$ cat config.mk
export PLATFORM = sky130hd
export DESIGN_NAME = ci_dispatch_arbiter
export DESIGN_NICKNAME = d
export VERILOG_FILES = /design/src/rtl/ci_pkg.sv /design/src/rtl/ci_tag_fifo.sv /design/src/rtl/ci_dispatch_arbiter.sv
export SDC_FILE = /design/constraint.sdc
export NUM_CORES = 1
export LEC_CHECK = 0
export ABC_AREA = 0
export BUFFER_PORTS_ARGS = -buffer_cell sky130_fd_sc_hd__buf_2
export CAP_MARGIN = 20
export CELL_PAD_IN_SITES_DETAIL_PLACEMENT = 1
export CELL_PAD_IN_SITES_GLOBAL_PLACEMENT = 1
export CORE_ASPECT_RATIO = 0.6
export CORE_MARGIN = 4
export CORE_UTILIZATION = 19
export CTS_BUF_LIST = sky130_fd_sc_hd__clkbuf_8
export DETAILED_ROUTE_END_ITERATION = 16
export GPL_ROUTABILITY_DRIVEN = 0
export PLACE_DENSITY_LB_ADDON = 0.05
export SYNTH_ARGS = -nofsm -noshare
export SYNTH_HDL_FRONTEND = slang
export SYNTH_SLANG_ARGS = --single-unit
$ cat constraint.sdc
create_clock -name clk -period 3.3 [get_ports clk]
set_input_delay 0.165 -clock clk [delete_from_list [all_inputs] [get_ports clk]]
set_output_delay 0.165 -clock clk [all_outputs]
set_load 0.005 [all_outputs]
$ cat src/rtl/ci_pkg.sv
`default_nettype none
// +------------------------------------------------------------------------+
// | Module  : ci_pkg                                                       |
// | Purpose : Shared port IDs, decode field positions and defaults for the |
// |           CI dispatch arbiter.                                         |
// | Rev     : 1.0  initial release                                         |
// +------------------------------------------------------------------------+
package ci_pkg;

    typedef enum logic {
        PORT_TML = 1'b0,
        PORT_USR = 1'b1
    } ci_port_e;

    localparam int          c_fid_sel_msb         = 9;
    localparam int          c_fid_sel_lsb         = 7;
    localparam logic [2:0]  c_tml_fid_msb_default = 3'b000;
    localparam logic [31:0] c_timeout_value_default = 32'hDEAD_BEEF;

    function automatic ci_port_e decode_port(input logic [9:0] fid, input logic [2:0] tml_val);
        return (fid[c_fid_sel_msb:c_fid_sel_lsb] == tml_val) ? PORT_TML : PORT_USR;
    endfunction

endpackage
`default_nettype wire

$ cat src/rtl/ci_tag_fifo.sv
`default_nettype none
// +------------------------------------------------------------------------+
// | Module  : ci_tag_fifo                                                  |
// | Purpose : 1-bit synchronous tag FIFO recording issue order of commands.|
// | Rev     : 1.0  initial release                                         |
// +------------------------------------------------------------------------+
module ci_tag_fifo #(
    parameter int DEPTH = 4
) (
    input  logic                     clk,
    input  logic                     rst_n,
    input  logic                     push,
    input  logic                     pop,
    input  logic                     din,
    output logic                     dout,
    output logic                     full,
    output logic                     empty,
    output logic [$clog2(DEPTH):0]   count
);
    localparam int c_ptr_w = $clog2(DEPTH);

    logic [DEPTH-1:0]   r_mem;
    logic [c_ptr_w-1:0] r_wr_ptr;
    logic [c_ptr_w-1:0] r_rd_ptr;
    logic [c_ptr_w:0]   r_count;
    logic               w_push;
    logic               w_pop;

    // Callers may assert push while full or pop while empty; both are ignored.
    assign w_push = push & ~full;
    assign w_pop  = pop & ~empty;

    always_ff @(posedge clk or negedge rst_n) begin
        if (!rst_n) begin
            r_mem    <= '0;
            r_wr_ptr <= '0;
            r_rd_ptr <= '0;
            r_count  <= '0;
        end else begin
            if (w_push) begin
                r_mem[r_wr_ptr] <= din;
                r_wr_ptr        <= r_wr_ptr + 1'b1;
            end
            if (w_pop) begin
                r_rd_ptr <= r_rd_ptr + 1'b1;
            end
            if (w_push && !w_pop) begin
                r_count <= r_count + 1'b1;
            end else if (w_pop && !w_push) begin
                r_count <= r_count - 1'b1;
            end
        end
    end

    assign dout  = r_mem[r_rd_ptr];
    assign full  = (r_count == (c_ptr_w + 1)'(DEPTH));
    assign empty = (r_count == '0);
    assign count = r_count;

endmodule
`default_nettype wire

$ cat src/rtl/ci_dispatch_arbiter.sv
`default_nettype none
// +------------------------------------------------------------------------+
// | Module  : ci_dispatch_arbiter                                          |
// | Purpose : Routes CPU CI commands to tinyML / user units and returns    |
// |           responses in issue order. Optional watchdog: CI_TIMEOUT_EN.  |
// | Rev     : 1.0  initial release                                         |
// +------------------------------------------------------------------------+
module ci_dispatch_arbiter
    import ci_pkg::*;
#(
    parameter int          MAX_OUTSTANDING = 4,
    parameter logic [2:0]  TML_FID_MSB_VAL = c_tml_fid_msb_default,
    parameter int          TIMEOUT_CYCLES  = 1024,
    parameter logic [31:0] TIMEOUT_VALUE   = c_timeout_value_default
) (
    input  logic                               clk,
    input  logic                               reset,
    input  logic                               cmd_valid,
    input  logic [9:0]                         cmd_function_id,
    input  logic [31:0]                        cmd_inputs_0,
    input  logic [31:0]                        cmd_inputs_1,
    output logic                               cmd_ready,
    output logic                               rsp_valid,
    output logic [31:0]                        rsp_outputs_0,
    input  logic                               rsp_ready,
    output logic                               tml_cmd_valid,
    output logic                               usr_cmd_valid,
    input  logic                               tml_cmd_ready,
    input  logic                               usr_cmd_ready,
    output logic [9:0]                         sub_function_id,
    output logic [31:0]                        sub_inputs_0,
    output logic [31:0]                        sub_inputs_1,
    input  logic                               tml_rsp_valid,
    input  logic                               usr_rsp_valid,
    input  logic [31:0]                        tml_rsp_outputs_0,
    input  logic [31:0]                        usr_rsp_outputs_0,
    output logic                               tml_rsp_ready,
    output logic                               usr_rsp_ready,
    output logic [$clog2(MAX_OUTSTANDING):0]   outstanding,
    output logic                               err_timeout
);
    localparam int c_cnt_w = $clog2(MAX_OUTSTANDING) + 1;

    ci_port_e            w_sel;
    ci_port_e            w_head;
    logic                w_head_bit;
    logic                w_full;
    logic                w_empty;
    logic                w_push;
    logic                w_pop;
    logic                w_port_rsp_valid;
    logic [31:0]         w_port_rsp_data;
    logic [c_cnt_w-1:0]  w_count;

    assign sub_function_id = cmd_function_id;
    assign sub_inputs_0    = cmd_inputs_0;
    assign sub_inputs_1    = cmd_inputs_1;

    assign w_sel = decode_port(cmd_function_id, TML_FID_MSB_VAL);

    // Full comes from the registered count, so a same-cycle pop never frees a slot.
    assign tml_cmd_valid = cmd_valid & (w_sel == PORT_TML) & ~w_full;
    assign usr_cmd_valid = cmd_valid & (w_sel == PORT_USR) & ~w_full;
    assign cmd_ready     = ~w_full & ((w_sel == PORT_TML) ? tml_cmd_ready : usr_cmd_ready);
    assign w_push        = cmd_valid & cmd_ready;

    ci_tag_fifo #(
        .DEPTH (MAX_OUTSTANDING)
    ) u_tag_fifo (
        .clk   (clk),
        .rst_n (reset),
        .push  (w_push),
        .pop   (w_pop),
        .din   (w_sel),
        .dout  (w_head_bit),
        .full  (w_full),
        .empty (w_empty),
        .count (w_count)
    );

    assign w_head           = ci_port_e'(w_head_bit);
    assign outstanding      = w_count;
    assign w_port_rsp_valid = (w_head == PORT_TML) ? tml_rsp_valid : usr_rsp_valid;
    assign w_port_rsp_data  = (w_head == PORT_TML) ? tml_rsp_outputs_0 : usr_rsp_outputs_0;
    assign w_pop            = rsp_valid & rsp_ready;

`ifdef CI_TIMEOUT_EN
    localparam int c_wdog_w = $clog2(TIMEOUT_CYCLES + 1);

    logic [c_wdog_w-1:0] r_wdog;
    logic [c_cnt_w-1:0]  r_drop_tml;
    logic [c_cnt_w-1:0]  r_drop_usr;
    logic                r_err;
    logic                w_timed_out;
    logic                w_fwd;
    logic                w_drop_tml_act;
    logic                w_drop_usr_act;
    logic                w_inc_tml;
    logic                w_inc_usr;
    logic                w_dec_tml;
    logic                w_dec_usr;

    assign w_drop_tml_act = (r_drop_tml != '0);
    assign w_drop_usr_act = (r_drop_usr != '0);
    assign w_timed_out    = ~w_empty & (r_wdog == c_wdog_w'(TIMEOUT_CYCLES));
    // A port still owing abandoned responses must not be forwarded: its next
    // response belongs to a command that already timed out.
    assign w_fwd = ~w_empty & ~w_timed_out &
                   ((w_head == PORT_TML) ? ~w_drop_tml_act : ~w_drop_usr_act);

    always_comb begin
        rsp_valid     = w_timed_out | (w_fwd & w_port_rsp_valid);
        rsp_outputs_0 = 32'd0;
        if (w_timed_out) begin
            rsp_outputs_0 = TIMEOUT_VALUE;
        end else if (rsp_valid) begin
            rsp_outputs_0 = w_port_rsp_data;
        end
        tml_rsp_ready = w_drop_tml_act | (w_fwd & (w_head == PORT_TML) & rsp_ready);
        usr_rsp_ready = w_drop_usr_act | (w_fwd & (w_head == PORT_USR) & rsp_ready);
    end

    assign w_inc_tml = w_timed_out & rsp_ready & (w_head == PORT_TML);
    assign w_inc_usr = w_timed_out & rsp_ready & (w_head == PORT_USR);
    assign w_dec_tml = w_drop_tml_act & tml_rsp_valid;
    assign w_dec_usr = w_drop_usr_act & usr_rsp_valid;

    always_ff @(posedge clk or negedge reset) begin
        if (!reset) begin
            r_wdog     <= '0;
            r_drop_tml <= '0;
            r_drop_usr <= '0;
            r_err      <= 1'b0;
        end else begin
            if (w_empty || w_pop) begin
                r_wdog <= '0;
            end else if (!w_timed_out) begin
                r_wdog <= r_wdog + 1'b1;
            end
            if (w_timed_out && rsp_ready) begin
                r_err <= 1'b1;
            end
            case ({w_inc_tml, w_dec_tml})
                2'b10:   r_drop_tml <= r_drop_tml + 1'b1;
                2'b01:   r_drop_tml <= r_drop_tml - 1'b1;
                default: r_drop_tml <= r_drop_tml;
            endcase
            case ({w_inc_usr, w_dec_usr})
                2'b10:   r_drop_usr <= r_drop_usr + 1'b1;
                2'b01:   r_drop_usr <= r_drop_usr - 1'b1;
                default: r_drop_usr <= r_drop_usr;
            endcase
        end
    end

    assign err_timeout = r_err;
`else
    logic w_unused_cfg;

    always_comb begin
        rsp_valid     = ~w_empty & w_port_rsp_valid;
        rsp_outputs_0 = rsp_valid ? w_port_rsp_data : 32'd0;
        tml_rsp_ready = ~w_empty & (w_head == PORT_TML) & rsp_ready;
        usr_rsp_ready = ~w_empty & (w_head == PORT_USR) & rsp_ready;
    end

    // Watchdog settings only matter when the timeout logic is built in.
    assign w_unused_cfg = ^{TIMEOUT_VALUE, 32'(TIMEOUT_CYCLES)};
    assign err_timeout  = 1'b0;
`endif

endmodule
`default_nettype wire
==> results of run 1 <==
-- cell usage after synthesis (2+ instances only) --
library cell and instances:
xor2_1 2, buf_6 4, xnor2_1 3, nor2_1 7, dfrtp_1 11, a21oi_1 33, buf_1 3, nand3_1 64
nand2_1 4, a31oi_1 4, clkbuf_1 5, ha_1 5, mux2i_1 6, inv_1 4, buf_4 75, buf_2 6
o21ai_0 9
-- worst reg2reg max path: stages, from the launching register on --
cell	delay [ps]
dfrtp_1	400
mux4_2	560
mux2i_1	160
or2_2	300
ha_1	240
inv_1	80
fa_1	400
mux2_2	270
-- stage by stage --
step           total power (uW)  utilization, %  hold slack, ps  area, um2  setup WS [ps]
2_1_floorplan               603               -            -131       1870            818
3_3_place_gp                784            21.2            74.2       1990            813
3_5_place_dp                776            21.2            62.8       1990            812
4_1_cts                     920            21.8             286       2050            793
5_1_grt                     996            21.8             329       2050            680
6_report                    898            21.8             289       2050            792
-- registers in the layout (all words and copies together) (netlist names) --
register and flops:
u_tag_fifo.r_mem 4, u_tag_fifo.r_wr_ptr 2, u_tag_fifo.r_rd_ptr 2, u_tag_fifo.count 3
-- cells by family after synthesis --
kind of cell / count (synthesis) / share of synthesized area, %
compound gates: 49 / 14.0
xor+xnor: 5 / 2.34
fa+ha+maj: 6 / 4.41
buf+inv: 98 / 36.9
flops: 11 / 14.7
mux: 9 / 5.61
other cells: 1 / 0.200
simple gates: 81 / 21.8
-- metal layers --
metal | global-route usage, % | part of all wire, % | wire, um
met1 | 15.3 | 44 | 3120
met2 | 18.5 | 45 | 3190
met3 | 3.97 | 8.9 | 635
met4 | 4.03 | 2.4 | 173
met5 | 0 | 0 | 0
-- what timing repair did --
action | in CTS | in global routing
hold buffers | 1 | 0
gates resized for setup | 0 | 0
endpoints found under the hold margin | 11 | 0
-- placed cells by master, fill, tap and decap left out, types with 5 or more instances in the layout --
cell type  netlist  final
mux2i_1          6      6
a21oi_1         33     33
o21ai_0          9      9
buf_2            6    118
inv_1            4      5
nand3_1         64     64
nor2_1           7      7
ha_1             5      5
dfrtp_1         11     11
-- area by class of cell --
cell class                 count  area, um2
clock inverter                 1       3.75
clock buffer                   3       41.3
multi-input combinational    151        912
fill                        1204       7340
inverter                       5       23.8
sequential                    11        275
tap                          130        163
timing repair buffer         123        631
-- power by group --
| part | switching (uW) | internal, uW | total (uW) |
|---|---|---|---|
| registers | 71.2 | 182 | 254 |
| logic | 277 | 230 | 507 |
| clock network | 55.2 | 82.0 | 137 |
| total | 403 | 495 | 898 |
-- how the worst min path moves through the flow --
stage | slack (ps) | startpoint | cells after the start | to
after detailed placement | 60 | reset | 1 | u_tag_fifo.count[0]$_DFFE_PN0P_
after floorplan | -130 | reset | 0 | u_tag_fifo.count[0]$_DFFE_PN0P_
after global routing | 330 | cmd_function_id[8] | 3 | u_tag_fifo.r_mem[3]$_DFFE_PN0P_
after global placement | 70 | reset | 1 | u_tag_fifo.count[0]$_DFFE_PN0P_
final | 290 | tml_cmd_ready | 4 | u_tag_fifo.r_mem[2]$_DFFE_PN0P_
after CTS | 290 | tml_cmd_ready | 4 | u_tag_fifo.r_mem[0]$_DFFE_PN0P_
==> flow_summary.json, run 1 <==
{
  "status": "finished clean",
  "drcViolationCount": 0,
  "htreeDepth": 1,
  "vias_per_cell": 4.46,
  "relSlewSlack_pct": 53.4,
  "first_pass_iters": 4,
  "synth-main-ff-cell": "dfrtp_1",
  "routed_wl_um": 7110,
  "synthCells": 260,
  "maxCapViolations": 0,
  "cts_inserted_buffers": 3,
  "drive_gt1_share_pct": 44.9,
  "avgSynthCellArea_um2": 7.21,
  "p_per_area_nw_per_um2": 438,
  "r2r-end": "u_tag_fifo.count[1]$_DFFE_PN0P_",
  "setup_violations": 0,
  "hold_class": "in -> reg",
  "regToRegSetupSlack_ps": 790,
  "worst_setup_path_end_kind": "flop",
  "cts_tree": "built",
  "ios": 262,
  "path_depth": 7,
  "crit_path_max_fanout": 4,
  "post_cts_buffers": 0,
  "critPathArrivalTime_ps": 2630,
  "ff2ff_path_depth": 7,
  "slowest_stage": "mux4_2",
  "netlist_area_um2": 1870,
  "crit_required_ps": 3420,
  "cp_num_buf_inv": 1,
  "synth.distinct_cells": 32,
  "crit_start": "u_tag_fifo.r_rd_ptr[0]$_DFFE_PN0P_",
  "dieArea_um2": 11600,
  "floorplan.initialDensity_pct": 20.0,
  "slew_violations": 0,
  "syn_nets": 412,
  "async_reset_ff_share_pct": 100,
  "place_inst": 419,
  "grt_first_pass_wirelength_um": 11000,
  "synth_enable_flop_cells": 0,
  "finalHoldViolations": 0,
  "worst-setup-path-type": "reg -> reg",
  "startpoint_type": "flop",
  "grt_max_degree": 35,
  "timing.rr.start": "u_tag_fifo.r_rd_ptr[0]$_DFFE_PN0P_",
  "leakagePower_uw": 0.000987,
  "clkLatencyLatePin_ps": 240,
  "critPathMaxStageDelay_ps": 560,
  "cts.path.max_buffers": 2,
  "placementRows": 27,
  "clockRootBuffer": "clkbuf_8",
  "synth.top_cell.area_share_pct": 30.0,
  "final.setup.tns_ps": 0,
  "tightest_slew_ps": 693,
  "min_period_ps": 2510,
  "endpoint": "u_tag_fifo.count[1]$_DFFE_PN0P_",
  "fin_skew_ps": 3.31,
  "clk_pin_slew_ps": 50,
  "vdd_drop_max_uv": 210,
  "path_cells": "mux4_2 > mux2i_1 > or2_2 > ha_1 > inv_1 > fa_1 > mux2_2",
  "dieWidth_um": 136,
  "antenna_found_initial": 0,
  "grt.overflow.total": 0,
  "nets": 447,
  "die_y_um": 84.9,
  "crit_family": "multiplexers",
  "period_share_pct": 76.0,
  "ant_nets": 0,
  "port_buffers": 118,
  "yosys_warnings": 0,
  "drt_iter0_drc": 53,
  "synth-seq-cells": 11,
  "hpwl_um": 5350,
  "clock_sinks": 11,
  "wl_per_cell_um": 16.8,
  "n_antenna_cell": 0,
  "coreArea_um2": 9390,
  "yosysSeqAreaShare_pct": 14.7,
  "rsz0062_at_grt": "false",
  "layout.cells.non_filler": 424,
  "synthTopCellsByArea": "buf_4 30%, nand3_1 17%, dfrtp_1 15%",
  "vias": 1893,
  "grt_use_total_pct": 11.8,
  "grt_pass1_vias": 2047,
  "area_growth_syn_to_layout_pct": 9.35,
  "fmax_mhz": 399,
  "yosysTopAreaCell": "buf_4"
}
Power figures use the tool's default switching activity.
==> inputs of run 2 (changes only) <==
ABC_AREA = 1   (was 0)
CORE_UTILIZATION = 17   (was 19)
clock period = 2 ns   (was 3.3 ns; I/O delays follow)
==> run 2 against run 1 <==
Net effect: die area rose by 15%; sequential power grew 71%; via count rose by 1.8%; design area grew 16%; final cell count grew 12%; synthesized area grew 4.0%.
==> flow_summary.json, run 2 <==
{
  "status": "finished clean",
  "yosysSeqAreaShare_pct": 14.1,
  "ios": 262,
  "avgSynthCellArea_um2": 6.99,
  "routed_wl_um": 6880,
  "dieArea_um2": 13300,
  "grt_max_degree": 35,
  "dieWidth_um": 146,
  "synth-seq-cells": 11,
  "grt_pass1_vias": 2100,
  "ff2ff_path_depth": 14,
  "setup_violations": 0,
  "fin_skew_ps": 5.87,
  "htreeDepth": 1,
  "vias": 1928,
  "hpwl_um": 5720,
  "fmax_mhz": 536,
  "syn_nets": 431,
  "area_growth_syn_to_layout_pct": 22.0,
  "drive_gt1_share_pct": 57.3,
  "leakagePower_uw": 0.00125,
  "crit_path_max_fanout": 34,
  "cts_inserted_buffers": 3,
  "floorplan.initialDensity_pct": 17.9,
  "netlist_area_um2": 1950,
  "p_per_area_nw_per_um2": 1650,
  "whs_endpoint": "u_tag_fifo.r_rd_ptr[0]$_DFFE_PN0P_",
  "die_y_um": 90.9,
  "vdd_drop_max_uv": 459,
  "wl_per_cell_um": 14.5,
  "largest_reg_flops": 4,
  "slew_violations": 0,
  "placementRows": 29,
  "layout_commonest_cell": "buf_2",
  "min-delay-start": "rsp_ready",
  "port_buffers": 118,
  "regToRegSetupSlack_ps": 150,
  "min_period_ps": 1870,
  "cts_tree": "built",
  "worst_setup_path_end_kind": "output port",
  "cts.path.max_buffers": 2,
  "utilization_pct": 21.9,
  "r2r-end": "u_tag_fifo.count[2]$_DFFE_PN0P_",
  "crit_required_ps": 1900,
  "rsz0062_at_grt": "true",
  "worst-setup-path-type": "reg -> out",
  "period_share_pct": 93.3,
  "grt_use_total_pct": 10.1,
  "antenna_found_initial": 0,
  "top_register": "u_tag_fifo.r_mem",
  "synth.distinct_cells": 26,
  "maxCapViolations": 0,
  "clockRootBuffer": "clkbuf_8",
  "worstHoldPathCells": 3,
  "nets": 490,
  "first_pass_iters": 4,
  "coreArea_um2": 10900,
  "drt_iter0_drc": 57,
  "layout.cells.non_filler": 476,
  "timing.rr.start": "u_tag_fifo.r_rd_ptr[0]$_DFFE_PN0P_",
  "yosys-top-cells-count": "75 x buf_4, 57 x nand2_1, 40 x nand3_1",
  "clock_sinks": 11,
  "clkLatencyLatePin_ps": 240,
  "n_antenna_cell": 0,
  "hold_class": "in -> reg",
  "grt.overflow.total": 0,
  "synth_enable_flop_cells": 0,
  "place_inst": 466,
  "clk_pin_slew_ps": 60,
  "critPathArrivalTime_ps": 1770,
  "synthTopCellsByArea": "buf_4 29%, dfrtp_1 14%, a21oi_2 13%",
  "ant_nets": 0,
  "yosys_warnings": 0,
  "drcViolationCount": 0,
  "grt_first_pass_wirelength_um": 11300,
  "synth-main-ff-cell": "dfrtp_1",
  "yosysTopAreaCell": "buf_4",
  "finalHoldViolations": 0,
  "vias_per_cell": 4.05,
  "async_reset_ff_share_pct": 100,
  "yosysMostFrequentCell": "buf_4",
  "startpoint_type": "flop",
  "synth.top_cell.area_share_pct": 28.9,
  "synthCells": 279,
  "final_cell_mix": "118 x buf_2, 57 x nand2_1, 37 x nand3_1"
}
## run 2: changes by cell type in the layout (fill, tap and decap cells not counted), moves of 9 or more
cell and change:
a21oi_2 +29, nand3_1 -27, o21ai_0 -9, nand2_1 +53, a21oi_1 -29, buf_4 +18
## run 2: worst max-delay path by stage
stage	start	end	slack, ps	cells past startpoint
finish	u_tag_fifo.r_rd_ptr[0]$_DFFE_PN0P_	rsp_outputs_0[11]	130	7
global route	u_tag_fifo.r_rd_ptr[0]$_DFFE_PN0P_	u_tag_fifo.count[2]$_DFFE_PN0P_	-50	14
CTS	u_tag_fifo.r_rd_ptr[0]$_DFFE_PN0P_	u_tag_fifo.count[2]$_DFFE_PN0P_	20	14
detailed placement	u_tag_fifo.r_rd_ptr[0]$_DFFE_PN0P_	u_tag_fifo.count[2]$_DFFE_PN0P_	5	14
global placement	u_tag_fifo.r_rd_ptr[0]$_DFFE_PN0P_	u_tag_fifo.count[2]$_DFFE_PN0P_	50	12
floorplan	u_tag_fifo.count[0]$_DFFE_PN0P_	u_tag_fifo.count[2]$_DFFE_PN0P_	10	13
## run 2: stage by stage
stage / hold WS, ps / setup TNS (ps) / area [um2] / total power, uW / setup slack, ps
2_1_floorplan: -196 / 0 / 1950 / 2460 / 11.9
3_3_place_gp: 1.04 / 0 / 2220 / 3620 / 45.2
3_5_place_dp: -1.47 / 0 / 2220 / 3600 / 4.84
4_1_cts: 158 / 0 / 2290 / 3860 / 22.0
5_1_grt: 180 / -98.9 / 2380 / 4420 / -48.8
6_report: 178 / 0 / 2380 / 3930 / 133
## run 2: layer usage
| layer | GRT usage (%) | vias to the layer above | wire, um |
|---|---|---|---|
| met5 | 0 | - | 0 |
| met4 | 1.49 | 0 | 84 |
| met3 | 2.99 | 16 | 448 |
| met2 | 17.2 | 75 | 3290 |
| met1 | 12.9 | 893 | 3060 |
| li1 | - | 944 | - |
## run 2: logic make-up after synthesis
logic type,Yosys count,synth area share (%)
simple gates,121,30.0
other cells,1,0.192
flops,11,14.1
compound gates,34,14.3
xor+xnor,3,1.35
fa+ha+maj,6,4.24
buf+inv,103,35.8
## run 2: layout make-up
cell class,count,area (um2)
clock buffer,3,41.3
clock inverter,1,3.75
fill,1367,8510
inverter,15,58.8
multi-input combinational,165,1040
sequential,11,275
tap,139,174
timing repair buffer,142,786
## run 2: what timing repair did
item / 4_1_cts / 5_1_grt
endpoints found under the setup margin: 1 / 29
pin swaps: 0 / 4
hold buffers: 1 / 0
setup buffers: 1 / 4
resized for setup: 1 / 13
hold endpoints to repair: 11 / 0
## run 2: where the power goes
part           internal, uW  total, uW  switching, uW
logic                  1370       3280           1910
registers               338        435           97.0
clock network           135        222           87.1
## run 2: critical path: stages, from the launching register on
cell,delay (ps)
dfrtp_1,420
nand2_1,130
nand3_4,110
nand2_4,90
buf_4,350
nand2_1,110
a21oi_2,170
buf_2,140
==> inputs of run 3 (changes only) <==
GPL_TIMING_DRIVEN = 0   (was default)
==> run 3 against run 2 <==
Net effect: final cell count rose by 30%; critical path depth rose by 4; clock-buffer cell count did not move; clock skew fell by 3.6 ps; register-to-register slack got worse by 90 ps; total power rose by 3.0%; global-route usage rose by 2.0 points; worst setup slack got worse by 74 ps; highest routed layer is now met3; critical endpoint is now u_tag_fifo.count[1]$_DFFE_PN0P_; design area rose by 37%.
==> flow_summary.json, run 3 (synthesized netlist as in run 2, its figures left out) <==
{
  "clock_sinks": 11,
  "grt.overflow.total": 0,
  "fill_cells": 1414,
  "worst_hold_slack_ps": 181,
  "grt_pass1_vias": 2526,
  "utilization_pct": 30.0,
  "startpoint_type": "flop",
  "clk_pin_slew_ps": 50,
  "nets": 633,
  "timing.rr.start": "u_tag_fifo.r_rd_ptr[0]$_DFFE_PN0P_",
  "period_share_pct": 97.0,
  "vias_per_cell": 4.00,
  "die_y_um": 90.9,
  "status": "finished clean",
  "vias": 2473,
  "ant_nets": 0,
  "ios": 262,
  "n_antenna_cell": 0,
  "grt_max_degree": 14,
  "first_pass_iters": 4,
  "critPathArrivalTime_ps": 2060,
  "placementRows": 29,
  "cts_inserted_buffers": 3,
  "grt_first_pass_wirelength_um": 13600,
  "crit_start": "u_tag_fifo.r_rd_ptr[0]$_DFFE_PN0P_",
  "dieArea_um2": 13300,
  "antenna_found_initial": 0,
  "crit_required_ps": 2120,
  "slew_violations": 0,
  "largest_reg_flops": 4,
  "drive_gt1_share_pct": 71.3,
  "routed_wl_um": 8710,
  "cts.path.max_buffers": 2,
  "worst_setup_path_end_kind": "flop",
  "coreArea_um2": 10900,
  "final_cell_mix": "191 x buf_2, 87 x buf_4, 54 x nand2_1",
  "drt_iter0_drc": 45,
  "clkLatencyLatePin_ps": 240,
  "crit_path_max_fanout": 4,
  "p_per_area_nw_per_um2": 1240,
  "rsz0062_at_grt": "true",
  "fmax_mhz": 515,
  "port_buffers": 188,
  "layout_commonest_cell": "buf_2",
  "drcViolationCount": 0,
  "min-delay-start": "rsp_ready",
  "ff_latch_area_um2": 279,
  "clockRootBuffer": "clkbuf_8",
  "min_period_ps": 1940,
  "hpwl_um": 7480,
  "dieWidth_um": 146,
  "hold_class": "in -> reg",
  "vdd_drop_max_uv": 492,
  "cts_tree": "built",
  "htreeDepth": 1,
  "area_growth_syn_to_layout_pct": 67.6,
  "top_register": "u_tag_fifo.r_mem",
  "wl_per_cell_um": 14.1,
  "fin_skew_ps": 2.28,
  "setup_violations": 0,
  "finalHoldViolations": 0,
  "leakagePower_uw": 0.00187,
  "floorplan.initialDensity_pct": 17.9,
  "worst-setup-path-type": "reg -> reg",
  "grt_use_total_pct": 12.1,
  "maxCapViolations": 0,
  "multi_input_area_um2": 1040
}
[run 3: path summary, 6_finish.rpt]
kind | to | cells after the start | slack, ps
max | u_tag_fifo.count[1]$_DFFE_PN0P_ | 11 | 60
min | u_tag_fifo.r_rd_ptr[1]$_DFFE_PN0P_ | 3 | 180
max reg2reg | u_tag_fifo.count[1]$_DFFE_PN0P_ | 11 | 60
min reg2reg | u_tag_fifo.r_mem[0]$_DFFE_PN0P_ | 2 | 490
max in group asynchronous | u_tag_fifo.count[0]$_DFFE_PN0P_ | 2 | 1500
min in group asynchronous | u_tag_fifo.r_mem[3]$_DFFE_PN0P_ | 2 | 270
[run 3: layer usage]
| metal | up-vias | part of all wire (%) | GRT usage [%] |
|---|---|---|---|
| li1 | 1229 | - | - |
| met1 | 1135 | 41 | 15.2 |
| met2 | 109 | 52 | 22.4 |
| met3 | 0 | 7.3 | 2.94 |
| met4 | 0 | 0 | 0 |
| met5 | - | 0 | 0 |
[run 3: where the power goes]
group          leakage [uW]  internal (uW)  total, uW  switching, uW
Sequential         0.000128            344        453            109
Clock             0.0000269            135        221           85.9
Combinational       0.00171           1430       3370           1950
[run 3: timing repair]
| item | in CTS | in global routing |
|---|---|---|
| setup buffers | 9 | 3 |
| hold buffers | 1 | 0 |
| endpoints found under the setup margin | 3 | 25 |
| gates resized for setup | 14 | 9 |
| hold endpoints to repair | 11 | 0 |
| pin swaps | 4 | 0 |
[run 3: critical path: stages, from the launching register on]
cell and delay (ps):
dfrtp_2 450, nand2_2 100, nand3_4 110, nand2_4 100
nand2_4 50, nand2_4 90, nand3_4 90, ha_4 170
inv_2 70, fa_2 430, nor2_1 100, a21oi_1 40
[run 3: layout make-up]
class / instances / area share, %
inverter: 15 / 1.80
timing repair buffer: 201 / 31.9
buffer: 84 / 19.1
clock buffer: 3 / 1.26
multi-input combinational: 165 / 31.9
tap: 139 / 5.32
sequential: 11 / 8.54
clock inverter: 1 / 0.115
[run 3: through the flow]
stage | area (um2) | total power (uW) | setup slack, ps | instances | TNS [ps]
floorplan | 1950 | 2460 | 11.9 | 279 | 0
global placement | 3060 | 3620 | -285 | 606 | -479
detailed placement | 3060 | 3630 | -285 | 606 | -485
CTS | 3230 | 4090 | 1.92 | 618 | 0
global route | 3270 | 4510 | -70.7 | 619 | -110
finish | 3270 | 4050 | 59.7 | 619 | 0
